**src/rtl/if_id_skid_register.sv**
```systemverilog
// IF/ID stage register: head flop drives decode, one skid entry behind it; optional perf counters (IF_ID_PERF_CNT_EN).
// Latency: 1 cycle push to OUT_VALID; sustains 1 instr/cycle while OUT_READY stays high.
// Backpressure: IN_READY comes only from registered state (low when FULL), so there is no OUT_READY->IN_READY comb path.
module if_id_skid_register #(
    parameter int INSTR_WIDTH = 32,
    parameter int ADDR_WIDTH  = 32,
    parameter logic [INSTR_WIDTH-1:0] NOP_INSTR = INSTR_WIDTH'(32'h00000013)
) (
    input  logic                   CLK,
    input  logic                   RESET,
    input  logic                   IN_VALID,
    output logic                   IN_READY,
    input  logic [INSTR_WIDTH-1:0] INSTRUCTION,
    input  logic [ADDR_WIDTH-1:0]  PC,
    input  logic [ADDR_WIDTH-1:0]  PC_PLUS_4,
    input  logic                   FLUSH,
    output logic                   OUT_VALID,
    input  logic                   OUT_READY,
    output logic [INSTR_WIDTH-1:0] INSTRUCTION_OUT,
    output logic [ADDR_WIDTH-1:0]  PC_OUT,
    output logic [ADDR_WIDTH-1:0]  PC_PLUS_4_OUT,
    output logic [1:0]             OCCUPANCY
`ifdef IF_ID_PERF_CNT_EN
    ,
    output logic [31:0]            STALL_CNT,
    output logic [31:0]            BUBBLE_CNT,
    output logic [31:0]            FLUSH_CNT
`endif
);

    typedef enum logic [1:0] {
        EMPTY = 2'd0,
        ONE   = 2'd1,
        FULL  = 2'd2
    } state_t;

    state_t state_q;
    state_t state_nxt;

    logic                   push;
    logic                   pop;
    logic                   head_from_in;
    logic                   head_from_skid;
    logic                   head_clear;
    logic                   skid_load;
    logic                   skid_clear;

    logic [INSTR_WIDTH-1:0] head_instr_q;
    logic [ADDR_WIDTH-1:0]  head_pc_q;
    logic [ADDR_WIDTH-1:0]  head_pc4_q;
    logic [INSTR_WIDTH-1:0] skid_instr_q;
    logic [ADDR_WIDTH-1:0]  skid_pc_q;
    logic [ADDR_WIDTH-1:0]  skid_pc4_q;
    logic [1:0]             occ_q;

    assign push = IN_VALID & IN_READY;
    assign pop  = OUT_VALID & OUT_READY;

    always_ff @(posedge CLK or posedge RESET) begin
        if (RESET) begin
            state_q <= EMPTY;
        end else begin
            state_q <= state_nxt;
        end
    end

    always_comb begin
        state_nxt = state_q;
        if (FLUSH) begin
            state_nxt = EMPTY;
        end else begin
            case (state_q)
                EMPTY:   if (push) state_nxt = ONE;
                ONE: begin
                    if (push && !pop)      state_nxt = FULL;
                    else if (!push && pop) state_nxt = EMPTY;
                end
                FULL:    if (pop) state_nxt = ONE;
                default: state_nxt = EMPTY;
            endcase
        end
    end

    // Datapath controls; a flush wins over everything and scrubs both entries.
    always_comb begin
        IN_READY       = (state_q != FULL);
        OUT_VALID      = (state_q != EMPTY);
        head_from_in   = 1'b0;
        head_from_skid = 1'b0;
        head_clear     = 1'b0;
        skid_load      = 1'b0;
        skid_clear     = 1'b0;
        if (FLUSH) begin
            head_clear = 1'b1;
            skid_clear = 1'b1;
        end else begin
            case (state_q)
                EMPTY: head_from_in = push;
                ONE: begin
                    head_from_in = push & pop;
                    skid_load    = push & !pop;
                    head_clear   = !push & pop;
                end
                FULL: begin
                    head_from_skid = pop;
                    skid_clear     = pop;
                end
                default: begin
                    head_clear = 1'b1;
                    skid_clear = 1'b1;
                end
            endcase
        end
    end

    always_ff @(posedge CLK or posedge RESET) begin
        if (RESET) begin
            head_instr_q <= NOP_INSTR;
            head_pc_q    <= '0;
            head_pc4_q   <= '0;
        end else if (head_clear) begin
            head_instr_q <= NOP_INSTR;
            head_pc_q    <= '0;
            head_pc4_q   <= '0;
        end else if (head_from_in) begin
            head_instr_q <= INSTRUCTION;
            head_pc_q    <= PC;
            head_pc4_q   <= PC_PLUS_4;
        end else if (head_from_skid) begin
            head_instr_q <= skid_instr_q;
            head_pc_q    <= skid_pc_q;
            head_pc4_q   <= skid_pc4_q;
        end
    end

    always_ff @(posedge CLK or posedge RESET) begin
        if (RESET) begin
            skid_instr_q <= NOP_INSTR;
            skid_pc_q    <= '0;
            skid_pc4_q   <= '0;
        end else if (skid_clear) begin
            skid_instr_q <= NOP_INSTR;
            skid_pc_q    <= '0;
            skid_pc4_q   <= '0;
        end else if (skid_load) begin
            skid_instr_q <= INSTRUCTION;
            skid_pc_q    <= PC;
            skid_pc4_q   <= PC_PLUS_4;
        end
    end

    always_ff @(posedge CLK or posedge RESET) begin
        if (RESET) begin
            occ_q <= 2'd0;
        end else begin
            case (state_nxt)
                ONE:     occ_q <= 2'd1;
                FULL:    occ_q <= 2'd2;
                default: occ_q <= 2'd0;
            endcase
        end
    end

    assign INSTRUCTION_OUT = head_instr_q;
    assign PC_OUT          = head_pc_q;
    assign PC_PLUS_4_OUT   = head_pc4_q;
    assign OCCUPANCY       = occ_q;

`ifdef IF_ID_PERF_CNT_EN
    logic [31:0] stall_cnt_q;
    logic [31:0] bubble_cnt_q;
    logic [31:0] flush_cnt_q;

    // Counters stick at all-ones rather than wrapping.
    always_ff @(posedge CLK or posedge RESET) begin
        if (RESET) begin
            stall_cnt_q  <= '0;
            bubble_cnt_q <= '0;
            flush_cnt_q  <= '0;
        end else begin
            if (OUT_VALID && !OUT_READY && (stall_cnt_q != 32'hFFFF_FFFF))
                stall_cnt_q <= stall_cnt_q + 32'd1;
            if (!OUT_VALID && (bubble_cnt_q != 32'hFFFF_FFFF))
                bubble_cnt_q <= bubble_cnt_q + 32'd1;
            if (FLUSH && (flush_cnt_q != 32'hFFFF_FFFF))
                flush_cnt_q <= flush_cnt_q + 32'd1;
        end
    end

    assign STALL_CNT  = stall_cnt_q;
    assign BUBBLE_CNT = bubble_cnt_q;
    assign FLUSH_CNT  = flush_cnt_q;
`endif

endmodule

```
**config.mk**
```make
export PLATFORM = sky130hd
export DESIGN_NAME = if_id_skid_register
export DESIGN_NICKNAME = d
export VERILOG_FILES = /design/src/rtl/if_id_skid_register.sv
export SDC_FILE = /design/constraint.sdc
export NUM_CORES = 1
export LEC_CHECK = 0
export CORE_UTILIZATION = 35
export DETAILED_ROUTE_END_ITERATION = 8
export GPL_TIMING_DRIVEN = 0
export PLACE_DENSITY = 0.69
export SLEW_MARGIN = 10
export SYNTH_ARGS = -nofsm -noshare
export SYNTH_HDL_FRONTEND = slang
export SYNTH_SLANG_ARGS = --single-unit
```
**constraint.sdc**
```tcl
create_clock -name CLK -period 20.4 [get_ports CLK]
set_clock_uncertainty 0.2 [all_clocks]
set_input_delay 6.12 -clock CLK [delete_from_list [all_inputs] [get_ports CLK]]
set_output_delay 6.12 -clock CLK [all_outputs]
set_load 0.02 [all_outputs]
```
== Yosys cells after proc, flatten, opt, wreduce, memory -nomap -nowiden ==
Index checks and enable logic that the tools add are counted.

* Muxes and demuxes: 32
* Equality and inequality tests: 5
* Bitwise operators: 5
* Reductions and logical operators: 10

{| class="wikitable"
|+ Operators with widths
! kind !! count
|-
| two-way mux 32 bit || 15
|-
| two-way mux 2 bit || 5
|-
| two-way mux 1 bit || 7
|-
| one-hot mux 1 bit (2 select lines) || 3
|-
| one-hot mux 2 bit (3 select lines) || 1
|-
| bitwise AND 1 bit || 5
|-
| == test 2 x 1 -> 1 bit (second input constant) || 2
|-
| == test 2 bit (second input constant) || 2
|-
| one-hot mux 2 bit (2 select lines) || 1
|-
| nonzero test 2 bit || 2
|-
| OR reduction 2 bit || 2
|-
| nonzero test 3 bit || 1
|-
| logical AND 1 bit || 2
|-
| logical NOT 1 bit || 2
|-
| logical NOT 2 bit || 1
|-
| inequality test 2 bit (second input constant) || 1
|}

* Logic and storage cells: 60
* Register bits: 196
* Input bits: 101
* Output and inout port bits: 100

== Longest topological paths before layout ==
Gate-level depths: netlist of run 1.

* Depth in word-level cells: 10
* Depth in mapped cells: 7

== Worst setup path before layout of run 1 ==
OpenSTA, ideal clock, no wires.

* Path kind: input-to-reg
* Start: in OUT_READY
* End: reg head_pc_q[10], in the netlist PC_OUT[10]
* Path buffers: 3
* Stages on the path: 7
* Arrival time: 7.260 ns
* Library setup time: 0.078 ns
* Setup slack: 12.862 ns
* Cell sequence: buf_2 mux2i_1 mux2i_1 nor2_1 buf_2 clkbuf_1 o2bb2ai_1

* Word-level cells in the longest chain between the ends: 6
* Elaborated cells on any way between the ends: 12
* Those cells by class: mux (8); bitwise (3); reduce/logical (1)

{| class="wikitable"
|+ Ends and longest elaborated chain
! item !! line !! text
|-
| from (decl) || 18 || <nowiki>input logic OUT_READY,</nowiki>
|-
| bitwise AND 1 bit (*) || 57 || <nowiki>assign pop = OUT_VALID & OUT_READY;</nowiki>
|-
| bitwise AND 1 bit || 100 || <nowiki>head_from_in = push & pop;</nowiki>
|-
| one-hot mux 1 bit (2 select lines) || 97 || <nowiki>case (state_q)</nowiki>
|-
| two-way mux 1 bit || 93 || <nowiki>if (FLUSH) begin</nowiki>
|-
| two-way mux 32 bit || 125 || <nowiki>end else if (head_from_in) begin</nowiki>
|-
| two-way mux 32 bit || 121 || <nowiki>end else if (head_clear) begin</nowiki>
|-
| to (signal assigned) || 131 || <nowiki>head_pc_q <= skid_pc_q;</nowiki>
|-
| to (decl) || 49 || <nowiki>logic [ADDR_WIDTH-1:0] head_pc_q;</nowiki>
|}

Mark *: on every way between the ends. The rest lies on a longest branch, timed or not.
A chain may end at the register's enable or synchronous reset.

== Worst setup path after layout of run 1 ==
* Start: reg state_q[1]
* End: out OUT_VALID

* Word-level cells in the longest chain between the ends: 1

{| class="wikitable"
|+ Ends and longest elaborated chain
! item !! line !! text
|-
| from (decl) || 37 || <nowiki>state_t state_q;</nowiki>
|-
| from (signal assigned) || 63 || <nowiki>state_q <= state_nxt;</nowiki>
|-
| nonzero test 2 bit || 87 || <nowiki>OUT_VALID = (state_q != EMPTY);</nowiki>
|-
| to (decl) || 17 || <nowiki>output logic OUT_VALID,</nowiki>
|}

Every way passes these cells.

==> metrics.txt, run 1 <==
Sequential Power Share 47.6%; most common cell in the netlist nand2_1; syn_nets 869; GR Overflow Total 0; top sig layer met5; # DRC 0; Switching Fraction 26.70%; Worst setup EP type output port; final core utilization 48.47%; P&R area growth vs syn 35.77%; CP Max Fanout 8; fmax 123.1 MHz; Synth async-reset ratio 100.0%; RSZ-0062 raised after global routing false; worst-skew pair later-pin latency 430 ps; largest net degree at the start of global routing 104; Hold/Removal Path Class flip-flop to flip-flop; CTS sink count 196; worst hold margin 286.7 ps; Syn Std Cell Area 8406 sq um; Root Buffer clkbuf_16; reg2reg start state_q[1]$_DFF_PP0_; Relative slew margins 55.35%; Fillers 2229; vias per cell 4.943; drt total wl 22470 um; Synth top cells by count nand2_1, dfrtp_1, mux2i_1; Synth Flop Type dfrtp_1; reg2reg setup slack 18050 ps; top post-synthesis cells by area dfrtp_1, mux2i_1, o2bb2ai_1; Power Internal 0.6287 mW; combinational share of power 13.4%; Routed Antenna Nets 0; Power Density 75.16 nW/um^2; via count 6520; Final Max Tran Viols 0; worst r2r dst PC_PLUS_4_OUT[30]$_DFFE_PP0P_; TritonRoute pass-1 iters 5; WL met3 946 um; drt first-iter violations 271; outcome finished, final reports clean; endpoints failing hold 0; Worst Path Arrival 1800 ps; Top Ports 201; TritonCTS clock tree done; Routability Congestion 0.7956; number of distinct library cells after synthesis 25; dpl hpwl 15420 um; Yosys warning total 0; Die ar. 24640 sq um; met2 routed WL 10460 um; final setup violation count 0; Worst Hold Depth 1; total track usage 18.83%; leakage power 4.557 nW; Avg Inst Size Synth 10.94 sq um; vias in the first global route 6449; DIE WIDTH 157.0 um; Yosys top cell area share 56.56%; number of hold-repair buffers added at the cts stage 0; VDD IR-drop max 0.00003694 V; Nets 1087; Die Ht 157.0 um; Tcrit/Tclk final 39.81%; Switch Pwr 0.2291 mW; register area share after synthesis 58.44%; largest area contributor in the netlist dfrtp_1; setup repair bufs after CTS 0; Sum Neg Setup Slack 0 ps; Core Rows 56; clock power share 38.9%; post-cts sizing count 0; Max Cap Viol 0; Routed met1 length 10610 um; Worst-Margin Slew 669.8 ps; startpoint types flip-flop; CTS clk-pin slew, worst paths 70 ps; worst endpoint required time 14080 ps; number of port buffers 198; clock buffer depth 2; share of cells above drive strength 1 7.207%; crit path time final 8121 ps; Gate Count Post-Synth 768; worst r2r path cells 6; Worst Hold End PC_OUT[15]$_DFFE_PP0P_; area of the core 23540 sq um; min-delay src PC_OUT[15]$_DFFE_PP0P_; initial antenna violation count 2; Yosys reg bits 196; Max H-tree Level 4; initial core utilization 35.70%; first-pass GRT wire length 35300 um; Post-synth EDFFs 0; routed len/inst 17.03 um; cts bufs inserted 17; Setup crit start state_q[1]$_DFF_PP0_; Setup CP Type flip-flop to output port
[stage by stage]
stage / worst slack, ps / power (mW) / instances / area [sq um]
floorplan: 8749 / 0.4746 / 768 / 8406
global placement: 5942 / 0.5314 / 1285 / 10790
detailed placement: 11900 / 0.5326 / 1286 / 10820
CTS: 12270 / 0.8698 / 1318 / 11410
global route: 12200 / 0.8958 / 1318 / 11410
finish: 12280 / 0.8578 / 1319 / 11410
[routing by layer]
metal  vias to the layer above  GRT usage (%)
met3                        24          3.469
met5                         -              0
met4                         2          6.816
met2                       155          29.40
li1                       3127              -
met1                      3212          26.09
[critical path, cell delays in order, from the launching register on]
cell	delay [ps]
dfrtp_1	470
or2_2	300
clkdlybuf4s50_1	600
[how the worst max path moves through the flow]
stage / cells past startpoint / slack [ps] / endpoint
finish: 2 / 12280 / OUT_VALID
CTS: 2 / 12270 / OUT_VALID
global route: 7 / 12200 / skid_pc_q[17]$_DFFE_PP0P_
global placement: 2 / 5940 / INSTRUCTION_OUT[11]$_DFFE_PP0P_
floorplan: 1 / 8750 / INSTRUCTION_OUT[10]$_DFFE_PP0P_
detailed placement: 7 / 11900 / PC_PLUS_4_OUT[9]$_DFFE_PP0P_
[kinds of logic after synthesis]
group / count (synthesis) / share of synthesized area [%]
flops: 196 / 58.44
compound gates: 195 / 16.03
buf+inv: 65 / 3.617
mux: 98 / 11.71
simple gates: 214 / 10.20
[state kept, by name, summed over array words and instances, names as in the netlist]
name             flops
skid_pc_q           32
OCCUPANCY            2
PC_OUT              32
state_q              2
PC_PLUS_4_OUT       32
skid_pc4_q          32
skid_instr_q        32
INSTRUCTION_OUT     32
[cell usage in the layout, fill, tap and decap left out, types with 2 or more instances in the layout]
cell type        netlist  final
nand2_1              195    195
o21ai_0                2      2
clkinv_4               0      5
dfstp_2                6      6
buf_1                  9      9
mux2i_1               95     95
inv_8                  0      4
buf_4                  9      9
dfrtp_1              190    190
clkbuf_1              29     30
or2_2                  2      2
nand2b_1               3      3
clkdlybuf4s50_1        0    198
mux2_2                 3      3
nand3b_1               3      3
o22a_1                 3      3
clkbuf_16              0     17
buf_2                 15     15
o2bb2ai_1             93     93
nor2_1                 6      6
nor2b_1                2      2
a211oi_1               2      2
a21oi_1               94     94
[area by class of cell]
class	count	area (sq um)	area share (%)
Tap cell	319	399.1	3.497
Timing Repair Buffer	199	2009	17.61
Clock inverter	13	145.1	1.272
Buffer	63	296.5	2.598
Antenna cell	1	2.502	0.02193
Sequential cell	196	4912	43.04
Clock buffer	19	442.9	3.881
Multi-Input combinational cell	507	3189	27.95
Inverter	2	15.01	0.1316
[power by group through the flow]
stage | combinational [mW] | sequential (mW) | clock [mW]
floorplan | 0.0509 | 0.424 | 0
global placement | 0.115 | 0.416 | 0
detailed placement | 0.117 | 0.416 | 0
CTS | 0.117 | 0.408 | 0.344
global route | 0.126 | 0.410 | 0.360
finish | 0.115 | 0.408 | 0.334
(Power assumes the default switching activity.)
==> run 2, diff against run 1 <==
- PLACE_DENSITY: 0.69 -> 0.71
- clock period: 20.4 -> 7 ns (I/O delays scaled with it)
==> metrics.txt, run 2 (synthesis results as in run 1) <==
clock buffer depth 2; Place WS 2459 ps; vias per cell 4.927; dpl hpwl 15540 um; worst setup margin 2901 ps; vias in the first global route 6550; Worst Path Arrival 1800 ps; Fillers 2191; Max Cap Viol 0; Final Max Tran Viols 0; VDD IR-drop max 0.0001207 V; Overall Power 2.530 mW; outcome finished, final reports clean; Power Density 220.0 nW/um^2; Tcrit/Tclk final 58.56%; CTS clk-pin slew, worst paths 70 ps; leakage power 4.594 nW; cts bufs inserted 17; initial antenna violation count 3; share of cells above drive strength 1 7.677%; final setup violation count 0; slowest CP cell clkdlybuf4s50_1; number of port buffers 198; Die Ht 157.0 um; commonest non-fill, non-tap cell in the layout clkdlybuf4s50_1; placed cells 1290; setup repair bufs after CTS 0; Routed Antenna Nets 0; endpoints failing hold 0; P&R area growth vs syn 36.80%; area of the core 23540 sq um; TritonCTS clock tree done; routed len/inst 16.84 um; Setup CP Type flip-flop to output port; crit path time final 4099 ps; reg2reg start state_q[1]$_DFF_PP0_; commonest cells after routing, fill and taps aside clkdlybuf4s50_1, nand2_1, dfrtp_1; Root Buffer clkbuf_16; # DRC 0; CP Max Fanout 8; startpoint types flip-flop; Routability Congestion 0.7915; number of hold-repair buffers added at the cts stage 0; Nets 1091; final cell count without fillers 1324; Die ar. 24640 sq um; RSZ-0062 raised after global routing false; GR Overflow Total 0; initial core utilization 35.70%; worst endpoint required time 4700 ps; largest net degree at the start of global routing 38; Core Rows 56; Setup crit start state_q[0]$_DFF_PP0_; Worst setup EP type output port; TritonRoute pass-1 iters 4; Sum Neg Setup Slack 0 ps; post-cts sizing count 0; min-delay src PC_OUT[0]$_DFFE_PP0P_; DIE WIDTH 157.0 um; Top Ports 201; via count 6523; drt first-iter violations 251; Relative slew margins 58.47%; ordered cell list for the critical path or2_2, clkdlybuf4s50_1; Worst-Margin Slew 621.6 ps; drt total wl 22300 um; fmax 243.9 MHz; Max H-tree Level 4; Hold/Removal Path Class flip-flop to flip-flop; worst-skew pair later-pin latency 430 ps; CTS sink count 196; first-pass GRT wire length 35650 um; final core utilization 48.84%; total track usage 18.88%; CP max stage delay 600 ps
## run 2: cell count changes in the layout (fill, tap and decap cells not counted), sizes merged
cell,previous run,this run
diode,1,2
clkinvlp,1,2
buf,35,39
inv,6,8
clkbuf,48,47
clkinv,7,5
## run 2: metal layers
metal	up-vias	global-route usage, %	routed length (um)
met3	22	4.130	1082
met4	2	6.396	384
met1	3202	25.98	10130
li1	3128	-	-
met2	169	29.35	10680
met5	-	0	13
## run 2: final timing paths
kind | depth (start not counted) | slack [ps] | endpoint
max in group asynchronous | 5 | 3620 | skid_pc4_q[16]$_DFFE_PP0P_
setup / recovery | 2 | 2900 | OUT_VALID
hold reg to reg | 1 | 290 | PC_OUT[0]$_DFFE_PP0P_
min in group asynchronous | 2 | 1890 | skid_instr_q[7]$_DFFE_PP0P_
setup reg to reg | 6 | 4690 | PC_OUT[13]$_DFFE_PP0P_
hold / removal | 1 | 290 | PC_OUT[0]$_DFFE_PP0P_
## run 2: critical path, delay by kind of cell (launching register included)
| family | cells | cell delay (ps) |
|---|---|---|
| buf+inv | 1 | 600 |
| flops | 1 | 450 |
| simple gates | 1 | 320 |
## run 2: stage by stage
stage | cell area [sq um] | hold slack (ps)
floorplan | 8409 | 262.4
global placement | 10790 | 270.5
detailed placement | 10890 | 273.2
CTS | 11490 | 293.4
global route | 11500 | 301.0
finish | 11500 | 286.2
## run 2: cell type report
cell class                 instances  area (sq um)  area share (%)
inverter                           2         11.26         0.09793
sequential                       196          4912           42.72
buffer                            63         296.5           2.579
clock inverter                    14         163.9           1.425
multi-input combinational        507          3189           27.74
clock buffer                      18         439.2           3.819
antenna                            2         5.005         0.04353
tap                              319         399.1           3.471
timing repair buffer             203          2082           18.11
## run 2: power by group
group / total [mW] / internal, mW / leakage, nW / switching [mW]
sequential: 1.19 / 1.17 / 2.69 / 0.0211
combinational: 0.340 / 0.153 / 1.61 / 0.187
clock: 1.00 / 0.521 / 0.295 / 0.480
total: 2.53 / 1.84 / 4.59 / 0.687
==> run 3, diff against run 2 <==
- PLACE_DENSITY: 0.71 -> 0.69
- clock period: 7 -> 3.9 ns (I/O delays scaled with it)
==> metrics.txt, run 3 (synthesis results as in run 1) <==
startpoint types primary input; area post-placement 10890 sq um; VDD IR-drop max 0.0002181 V; CTS sink count 196; Worst-Margin Slew 784.0 ps; vias per cell 4.885; Worst Path Arrival 3280 ps; most used cell, CP nand2_1; routed len/inst 17.11 um; leakage power 4.557 nW; final setup violation count 0; GR Overflow Total 0; TritonCTS clock tree done; Nets 1091; Die ar. 24640 sq um; Routability Congestion 0.7761; TritonRoute pass-1 iters 4; area of the core 23540 sq um; Max H-tree Level 4; post-cts sizing count 0; via count 6468; outcome finished, final reports clean; worst hold margin 287.2 ps; first-pass GRT wire length 35760 um; Die Ht 157.0 um; Setup CP Type primary input to flip-flop; initial antenna violation count 2; worst setup margin 761.2 ps; ordered cell list for the critical path clkdlybuf4s50_1, nor2b_1, nand2_1, buf_2, buf_1, nand2_1, a21oi_1; Place WS 288.8 ps; # DRC 0; vias in the first global route 6558; commonest cells after routing, fill and taps aside clkdlybuf4s50_1, nand2_1, dfrtp_1; number of port buffers 198; Root Buffer clkbuf_16; CP max stage delay 510 ps; commonest non-fill, non-tap cell in the layout clkdlybuf4s50_1; Hold/Removal Path Class flip-flop to flip-flop; Power Density 386.5 nW/um^2; DIE WIDTH 157.0 um; CP bufs+invs 3; drt total wl 22650 um; Tcrit/Tclk final 80.48%; Routed Antenna Nets 0; Top Ports 201; CP Max Fanout 10; number of hold-repair buffers added at the cts stage 0; Worst setup EP type flip-flop; Final Max Tran Viols 0; top cell family by delay on the critical path buffers and inverters; P&R area growth vs syn 36.10%; Overall Power 4.421 mW; reg2reg setup slack 1570 ps; CTS clk-pin slew, worst paths 70 ps; share of cells above drive strength 1 7.478%; drt first-iter violations 216; fmax 318.6 MHz; worst endpoint required time 4040 ps; worst-skew pair later-pin latency 420 ps; Sum Neg Setup Slack 0 ps; crit path time final 3139 ps; RSZ-0062 raised after global routing false; Core Rows 56; initial core utilization 35.70%; dpl hpwl 15670 um; total track usage 18.89%; clock buffer depth 2; setup repair bufs after CTS 0; Relative slew margins 47.63%; final instance area 11440 sq um; slowest CP cell clkdlybuf4s50_1; endpoints failing hold 0; Max Cap Viol 0; cts bufs inserted 17; largest net degree at the start of global routing 38
run 3: layout make-up:
type,instances,area (sq um)
Antenna cell,2,5.005
Buffer,63,296.5
Clock buffer,20,446.7
Clock inverter,12,97.59
Fill cell,2220,12100
Inverter,2,11.26
Multi-Input combinational cell,507,3189
Sequential cell,196,4912
Tap cell,319,399.1
Timing Repair Buffer,203,2082
run 3: final timing paths:
kind / start / end / cells past startpoint
worst max-delay path: IN_VALID / skid_pc_q[18]$_DFFE_PP0P_ / 7
worst min-delay path: PC_PLUS_4_OUT[6]$_DFFE_PP0P_ / PC_PLUS_4_OUT[6]$_DFFE_PP0P_ / 1
worst max register to register: state_q[1]$_DFF_PP0_ / PC_PLUS_4_OUT[29]$_DFFE_PP0P_ / 6
worst min register to register: PC_PLUS_4_OUT[6]$_DFFE_PP0P_ / PC_PLUS_4_OUT[6]$_DFFE_PP0P_ / 1
max in group asynchronous: RESET / skid_instr_q[4]$_DFFE_PP1P_ / 4
min in group asynchronous: RESET / INSTRUCTION_OUT[11]$_DFFE_PP0P_ / 2
run 3: worst register-to-register path, stage by stage (launching register included):
cell	delay, ps
dfrtp_1	490
mux2i_1	260
nor2_1	90
o21bai_2	380
buf_2	370
buf_2	300
o2bb2ai_1	110
run 3: through the flow:
stage,utilization (%),cells
5_1_grt,48.59,1324
3_3_place_gp,45.83,1285
3_5_place_dp,46.26,1290
6_report,48.59,1324
4_1_cts,48.57,1322
2_1_floorplan,-,768
run 3: metal layers:
layer | GRT usage, % | wire, um | vias up
met5 | 0 | 0 | -
met4 | 5.556 | 295 | 0
met3 | 3.910 | 1002 | 18
met2 | 30.01 | 10870 | 156
met1 | 25.93 | 10480 | 3173
li1 | - | - | 3121
run 3: where the power goes:
group | switching (mW) | internal [mW]
combinational | 0.337 | 0.275
clock | 0.824 | 0.850
sequential | 0.0383 | 2.10
